==> config.mk <==
export PLATFORM = sky130hd
export DESIGN_NAME = csr_file_flat
export DESIGN_NICKNAME = d
export VERILOG_FILES = /design/src/rtl/csr_file_if.sv /design/src/rtl/csr_file.sv /design/src/flat_wrapper.sv
export SDC_FILE = /design/constraint.sdc
export NUM_CORES = 1
export LEC_CHECK = 0
export CAP_MARGIN = 20
export CORE_MARGIN = 2
export CORE_UTILIZATION = 35
export CTS_BUF_LIST = sky130_fd_sc_hd__clkbuf_16
export CTS_CLUSTER_DIAMETER = 50
export DETAILED_ROUTE_END_ITERATION = 16
export GPL_ROUTABILITY_DRIVEN = 0
export SLEW_MARGIN = 20
export SYNTH_ARGS = -nofsm -noshare
export SYNTH_HDL_FRONTEND = slang
export SYNTH_SLANG_ARGS = --single-unit
==> constraint.sdc <==
create_clock -name clk -period 24.8 [get_ports clk]
set_input_delay 4.96 -clock clk [delete_from_list [all_inputs] [get_ports clk]]
set_output_delay 4.96 -clock clk [all_outputs]
set_load 0.01 [all_outputs]
==> src/rtl/csr_file_if.sv <==
// Bundle of the CSR file's pipeline-facing signals: memory-stage read port,
// commit-stage write/trap/return strobes, raw interrupt lines and vectors to fetch/writeback.
interface csr_file_if;
  // Strobes (csr_write, traped, mret, retired) are single-cycle commits with no
  // back-pressure: every cycle a strobe is high at the rising edge takes effect.
  logic [11:0] read_address;
  logic [31:0] read_data;
  logic        csr_write;
  logic [11:0] csr_address;
  logic [31:0] csr_data;
  logic        traped;
  logic        mret;
  logic        retired;
  logic [3:0]  ecause;
  logic        interupt;
  logic [31:0] ecp;
  logic        ext_irq;
  logic        timer_irq;
  logic        soft_irq;
  logic        eip;
  logic        tip;
  logic        sip;
  logic [31:0] trap_vector;
  logic [31:0] mret_vector;

  modport master (
    output read_address, csr_write, csr_address, csr_data, traped, mret, retired,
           ecause, interupt, ecp, ext_irq, timer_irq, soft_irq,
    input  read_data, eip, tip, sip, trap_vector, mret_vector
  );

  modport slave (
    input  read_address, csr_write, csr_address, csr_data, traped, mret, retired,
           ecause, interupt, ecp, ext_irq, timer_irq, soft_irq,
    output read_data, eip, tip, sip, trap_vector, mret_vector
  );
endinterface

==> src/rtl/csr_file.sv <==
// Machine-mode CSR file for a single-hart RV32I core: trap state, interrupt
// enables/pending, 64-bit cycle and retired-instruction counters.
module csr_file #(
   parameter logic [31:0] MTVEC_RESET = 32'h0000_0000,
   parameter logic [31:0] MISA_VALUE  = 32'h4000_0100
) (
   input logic       clk,
   input logic       reset,
   csr_file_if.slave bus
);

   logic        mstatus_mie, mstatus_mpie;
   logic        mie_meie, mie_mtie, mie_msie;
   logic        mip_meip, mip_mtip, mip_msip;
   logic [31:0] mtvec, mscratch, mepc, mcause;
   logic [63:0] mcycle, minstret;
   logic [63:0] mcycle_next, minstret_next;
   logic        wr_en;

   // A trap or mret in the same cycle swallows the CSR write entirely.
   assign wr_en = bus.csr_write & ~bus.traped & ~bus.mret;

   always_comb begin
      mcycle_next   = mcycle + 64'd1;
      minstret_next = minstret + {63'd0, bus.retired};
      if (wr_en) begin
         case (bus.csr_address)
            12'hB00: mcycle_next   = {mcycle[63:32], bus.csr_data};
            12'hB80: mcycle_next   = {bus.csr_data, mcycle[31:0]};
            12'hB02: minstret_next = {minstret[63:32], bus.csr_data};
            12'hB82: minstret_next = {bus.csr_data, minstret[31:0]};
            default: ;
         endcase
      end
   end

   always_comb begin
      bus.read_data = 32'h0;
      case (bus.read_address)
         12'h300: bus.read_data = {24'h0, mstatus_mpie, 3'b000, mstatus_mie, 3'b000};
         12'h301: bus.read_data = MISA_VALUE;
         12'h304: bus.read_data = {20'h0, mie_meie, 3'b000, mie_mtie, 3'b000, mie_msie, 3'b000};
         12'h305: bus.read_data = mtvec;
         12'h340: bus.read_data = mscratch;
         12'h341: bus.read_data = mepc;
         12'h342: bus.read_data = mcause;
         12'h344: bus.read_data = {20'h0, mip_meip, 3'b000, mip_mtip, 3'b000, mip_msip, 3'b000};
         12'hB00, 12'hC00: bus.read_data = mcycle[31:0];
         12'hB80, 12'hC80: bus.read_data = mcycle[63:32];
         12'hB02, 12'hC02: bus.read_data = minstret[31:0];
         12'hB82, 12'hC82: bus.read_data = minstret[63:32];
         default: bus.read_data = 32'h0;
      endcase
   end

   assign bus.eip         = mip_meip & mie_meie & mstatus_mie;
   assign bus.tip         = mip_mtip & mie_mtie & mstatus_mie;
   assign bus.sip         = mip_msip & mie_msie & mstatus_mie;
   assign bus.trap_vector = mtvec;
   assign bus.mret_vector = mepc;

   always_ff @(posedge clk or posedge reset) begin
      if (reset) begin
         mstatus_mie  <= 1'b0;
         mstatus_mpie <= 1'b0;
         mie_meie     <= 1'b0;
         mie_mtie     <= 1'b0;
         mie_msie     <= 1'b0;
         mip_meip     <= 1'b0;
         mip_mtip     <= 1'b0;
         mip_msip     <= 1'b0;
         mtvec        <= MTVEC_RESET;
         mscratch     <= 32'h0;
         mepc         <= 32'h0;
         mcause       <= 32'h0;
         mcycle       <= 64'h0;
         minstret     <= 64'h0;
      end else begin
         mip_meip <= bus.ext_irq;
         mip_mtip <= bus.timer_irq;
         mip_msip <= bus.soft_irq;
         mcycle   <= mcycle_next;
         minstret <= minstret_next;
         if (bus.traped) begin
            mepc         <= {bus.ecp[31:2], 2'b00};
            mcause       <= {bus.interupt, 27'h0, bus.ecause};
            mstatus_mpie <= mstatus_mie;
            mstatus_mie  <= 1'b0;
         end else if (bus.mret) begin
            mstatus_mie  <= mstatus_mpie;
            mstatus_mpie <= 1'b1;
         end else if (bus.csr_write) begin
            case (bus.csr_address)
               12'h300: begin
                  mstatus_mie  <= bus.csr_data[3];
                  mstatus_mpie <= bus.csr_data[7];
               end
               12'h304: begin
                  mie_msie <= bus.csr_data[3];
                  mie_mtie <= bus.csr_data[7];
                  mie_meie <= bus.csr_data[11];
               end
               12'h305: mtvec    <= {bus.csr_data[31:2], 2'b00};
               12'h340: mscratch <= bus.csr_data;
               12'h341: mepc     <= {bus.csr_data[31:2], 2'b00};
               // Only the interrupt flag and the 4-bit cause code are implemented.
               12'h342: mcause   <= {bus.csr_data[31], 27'h0, bus.csr_data[3:0]};
               default: ;
            endcase
         end
      end
   end

endmodule

==> src/flat_wrapper.sv <==
// flat-port wrapper written by rule: the top's interface ports become plain ports
module csr_file_flat 
#(
   parameter logic [31:0] MTVEC_RESET = 32'h0000_0000,
   parameter logic [31:0] MISA_VALUE  = 32'h4000_0100
)
  (clk, reset, bus_read_address, bus_csr_write, bus_csr_address, bus_csr_data, bus_traped, bus_mret, bus_retired, bus_ecause, bus_interupt, bus_ecp, bus_ext_irq, bus_timer_irq, bus_soft_irq, bus_read_data, bus_eip, bus_tip, bus_sip, bus_trap_vector, bus_mret_vector);
  csr_file_if bus_i ();
  input logic clk;
  input logic reset;
  input wire logic [$bits(bus_i.read_address)-1:0] bus_read_address;
  input wire logic [$bits(bus_i.csr_write)-1:0] bus_csr_write;
  input wire logic [$bits(bus_i.csr_address)-1:0] bus_csr_address;
  input wire logic [$bits(bus_i.csr_data)-1:0] bus_csr_data;
  input wire logic [$bits(bus_i.traped)-1:0] bus_traped;
  input wire logic [$bits(bus_i.mret)-1:0] bus_mret;
  input wire logic [$bits(bus_i.retired)-1:0] bus_retired;
  input wire logic [$bits(bus_i.ecause)-1:0] bus_ecause;
  input wire logic [$bits(bus_i.interupt)-1:0] bus_interupt;
  input wire logic [$bits(bus_i.ecp)-1:0] bus_ecp;
  input wire logic [$bits(bus_i.ext_irq)-1:0] bus_ext_irq;
  input wire logic [$bits(bus_i.timer_irq)-1:0] bus_timer_irq;
  input wire logic [$bits(bus_i.soft_irq)-1:0] bus_soft_irq;
  output wire logic [$bits(bus_i.read_data)-1:0] bus_read_data;
  output wire logic [$bits(bus_i.eip)-1:0] bus_eip;
  output wire logic [$bits(bus_i.tip)-1:0] bus_tip;
  output wire logic [$bits(bus_i.sip)-1:0] bus_sip;
  output wire logic [$bits(bus_i.trap_vector)-1:0] bus_trap_vector;
  output wire logic [$bits(bus_i.mret_vector)-1:0] bus_mret_vector;
  assign bus_i.read_address = bus_read_address;
  assign bus_i.csr_write = bus_csr_write;
  assign bus_i.csr_address = bus_csr_address;
  assign bus_i.csr_data = bus_csr_data;
  assign bus_i.traped = bus_traped;
  assign bus_i.mret = bus_mret;
  assign bus_i.retired = bus_retired;
  assign bus_i.ecause = bus_ecause;
  assign bus_i.interupt = bus_interupt;
  assign bus_i.ecp = bus_ecp;
  assign bus_i.ext_irq = bus_ext_irq;
  assign bus_i.timer_irq = bus_timer_irq;
  assign bus_i.soft_irq = bus_soft_irq;
  assign bus_read_data = bus_i.read_data;
  assign bus_eip = bus_i.eip;
  assign bus_tip = bus_i.tip;
  assign bus_sip = bus_i.sip;
  assign bus_trap_vector = bus_i.trap_vector;
  assign bus_mret_vector = bus_i.mret_vector;
  csr_file #(.MTVEC_RESET(MTVEC_RESET), .MISA_VALUE(MISA_VALUE)) u_core (.clk(clk), .reset(reset), .bus(bus_i));
endmodule
==> impl_metrics.json <==
{
  "critPathLaunch": "bus_read_address[5]",
  "multi_input_area_sq_um": 7400,
  "cts_max_level": 1,
  "cts_root_buffer": "clkbuf_16",
  "maxCapViolCount": 0,
  "clk_pin_slew_worst_paths_ns": 0.06,
  "worstSkewPairLatency_ns": 0.56,
  "max-vdd-ir-drop_mv": 0.0395,
  "post_cts_buffers": 0,
  "wl_per_cell_um": 25.6,
  "vias_per_cell": 6.28,
  "slowest_delay_ns": 0.87,
  "cts.sinks": 233,
  "synth_area_leaders": "dfrtp_1, mux2_2, nand2_1, nor2_1, nand3_1",
  "diodes": 0,
  "max_slew.worst_pin.slew_ns": 1.12,
  "synth_compound_area_share_pct": 20.7,
  "synth_area_per_cell_sq_um": 9.03,
  "pin_count": 201,
  "synth-main-ff-cell": "dfrtp_1",
  "vias": 13900,
  "required_ns": 19.84,
  "ys_seq_elements": 233,
  "rsz0062_at_grt": "no",
  "ff2ff_path_depth": 7,
  "area_growth_pct": 25.1,
  "p_per_area_nw_per_um2": 57.7,
  "critPathLaunchType": "primary input",
  "cp_slowest_cell": "nor4b_1",
  "synth_cell_type_count": 81,
  "clockBufferDepth": 3,
  "grt_util_all_layers_pct": 27.0,
  "initial_utilization_pct": 35.4,
  "reg2reg_slack_ns": 21.64,
  "timing.slew.headroom_pct": 25.4,
  "fmax_ghz": 0.0765,
  "grt_max_degree": 124,
  "crit_fanout": 29,
  "cp_data_arrival_time_ns": 8.10,
  "core_sq_um": 38600,
  "min_period_ns": 13.06,
  "die-area_sq_um": 40700,
  "wl_um": 56700,
  "synth-simple-area-share_pct": 23.4,
  "fp.dieW_um": 202,
  "r2r-end": "u_core.mcycle[56]",
  "synth_fa_ha_area_share_pct": 0.274,
  "drc": 0,
  "fin_skew_ns": 0.0134,
  "grt_pass1_vias": 13300,
  "dr.pass1.iters": 8,
  "yosysSeqAreaShare_pct": 42.6,
  "syn_area_sq_um": 13700,
  "min_path_type": "reg -> reg",
  "antenna_found_initial": 0,
  "rr_startpoint": "u_core.mcycle[0]",
  "dieHeight_um": 202,
  "num_rows": 72,
  "yosysTopAreaCellShare_pct": 42.6,
  "drtAntennaViolNets": 0,
  "timing.hold.ws_ns": 0.507,
  "grt_pass1_wl_um": 84600,
  "post-route-util_pct": 44.3,
  "fillers": 3768,
  "leakage_nw": 7.12,
  "cp_common_cell": "clkdlybuf4s50_1",
  "synth_mux_area_share_pct": 8.64,
  "cts_buffers": 31,
  "finalCritPeriodShare_pct": 52.7,
  "setup-violations-final": 0,
  "synth-xor-area-share_pct": 0.512,
  "cp_cell_sequence": "clkdlybuf4s50_1 > nor4b_1 > nand2_1 > nor2_2 > buf_4 > a22oi_1 > nand3_1 > clkdlybuf4s50_1",
  "finalHoldViolations": 0,
  "cts_resized": 0,
  "ys_warn_count": 0,
  "path_class": "in -> out",
  "cts_tree": "done",
  "numPortBuffers": 194,
  "critPathCaptureType": "output port",
  "status": "finished clean",
  "synth_edf_count": 0,
  "setup.worst_path.end": "bus_read_data[13]",
  "synth_largest_area_cell": "dfrtp_1",
  "final_nets": 1773,
  "syn_inst": 1517,
  "drt_iter0_markers": 1809,
  "cts_hold_buf": 0,
  "drive_above_1_share_pct": 11.3,
  "tns_ns": 0,
  "slew_violations": 0,
  "synthArstFlopShare_pct": 100,
  "synth_top_family_by_area": "simple AND/OR/NAND/NOR gates",
  "overflow": 0,
  "dpl.hpwl_um": 39900,
  "seqCellArea_sq_um": 5830
}
[per-layer routing]
layer	track usage [%]	up-vias	part of all wire, %
li1	-	6094	-
met1	37.8	6908	42
met2	42.3	771	46
met3	4.76	103	9.2
met4	8.72	0	3.2
met5	0	-	0
[state kept, by name (all words and copies together), names as in the netlist, 5 cells and up]
register                flops
u_core.bus.trap_vector     30
u_core.minstret            64
u_core.mscratch            32
u_core.mcycle              64
u_core.mcause               5
u_core.bus.mret_vector     30
[power by group]
part	internal [W]	switching [W]
combinational	0.0000426	0.0000514
sequential	0.000400	0.0000317
clock	0.000281	0.000183
[cells by family after synthesis]
kind of cell | Yosys count
and+or+nand+nor | 638
AOI/OAI and AO/OA | 403
DFF | 233
buffers and inverters | 121
muxes | 110
xor gates and xnor gates | 8
adders and majority gates | 3
other | 1
[worst min-delay path by stage]
| stage | cells after the start | start | slack [ns] | end |
|---|---|---|---|---|
| floorplan | 1 | u_core.minstret[61] | 0.46 | u_core.minstret[61] |
| global placement | 1 | u_core.mscratch[0] | 0.49 | u_core.mscratch[0] |
| detailed placement | 1 | u_core.mscratch[0] | 0.49 | u_core.mscratch[0] |
| CTS | 1 | u_core.mscratch[0] | 0.51 | u_core.mscratch[0] |
| global route | 1 | u_core.mscratch[18] | 0.52 | u_core.mscratch[18] |
| finish | 1 | u_core.mscratch[18] | 0.51 | u_core.mscratch[18] |
[area by class of cell]
type / instances / share of cell area (%)
Multi-Input combinational cell: 1166 / 43.2
Clock buffer: 31 / 4.53
Tap cell: 518 / 3.78
Clock inverter: 26 / 1.63
Sequential cell: 233 / 34.0
Timing Repair Buffer: 219 / 12.4
Inverter: 17 / 0.416
[cell usage after synthesis (17+ instances only)]
| cell type | number |
|---|---|
| a211oi_1 | 31 |
| a21oi_1 | 71 |
| a222oi_1 | 34 |
| a22oi_1 | 61 |
| and3_1 | 32 |
| buf_2 | 26 |
| clkbuf_1 | 60 |
| dfrtp_1 | 233 |
| inv_1 | 17 |
| mux2_2 | 66 |
| mux2i_1 | 44 |
| nand2_1 | 164 |
| nand3_1 | 97 |
| nand4_1 | 38 |
| nor2_1 | 135 |
| nor3_1 | 65 |
| nor4_1 | 21 |
| o21ai_0 | 84 |
| o22ai_1 | 21 |
[layout by cell type (no fill, tap or decap), types with 9 or more instances in the layout]
master           instances
nand4_1                 38
and4_1                  12
buf_4                   25
nand3_1                 96
nor2_1                 132
dfrtp_1                233
a21oi_1                 71
o21ai_0                 84
o221a_2                 11
o22ai_1                 21
clkdlybuf4s50_1        193
mux2i_1                 44
nor4_1                  20
a211oi_1                31
and3_1                  32
nand2_1                164
or3_1                    9
inv_1                   21
o211ai_1                11
a222oi_1                34
a22oi_1                 61
clkbuf_16               31
mux2_2                  66
nor3_1                  61
[metrics by stage]
stage,cell area [sq um],instances,setup WS (ns),power (W)
global placement,16100,2153,11.82,0.000527
finish,17100,2210,11.74,0.000989
detailed placement,16100,2153,11.84,0.000530
CTS,17100,2210,11.82,0.000990
global route,17100,2210,11.53,0.00102
floorplan,13700,1520,13.21,0.000472
[worst max-delay path, delay by kind of cell]
| kind | cells | cell delay (ns) |
|---|---|---|
| AOI/OAI and AO/OA | 1 | 0.23 |
| buffers and inverters | 3 | 1.39 |
| and+or+nand+nor | 4 | 1.52 |
(Power assumes the default switching activity.)
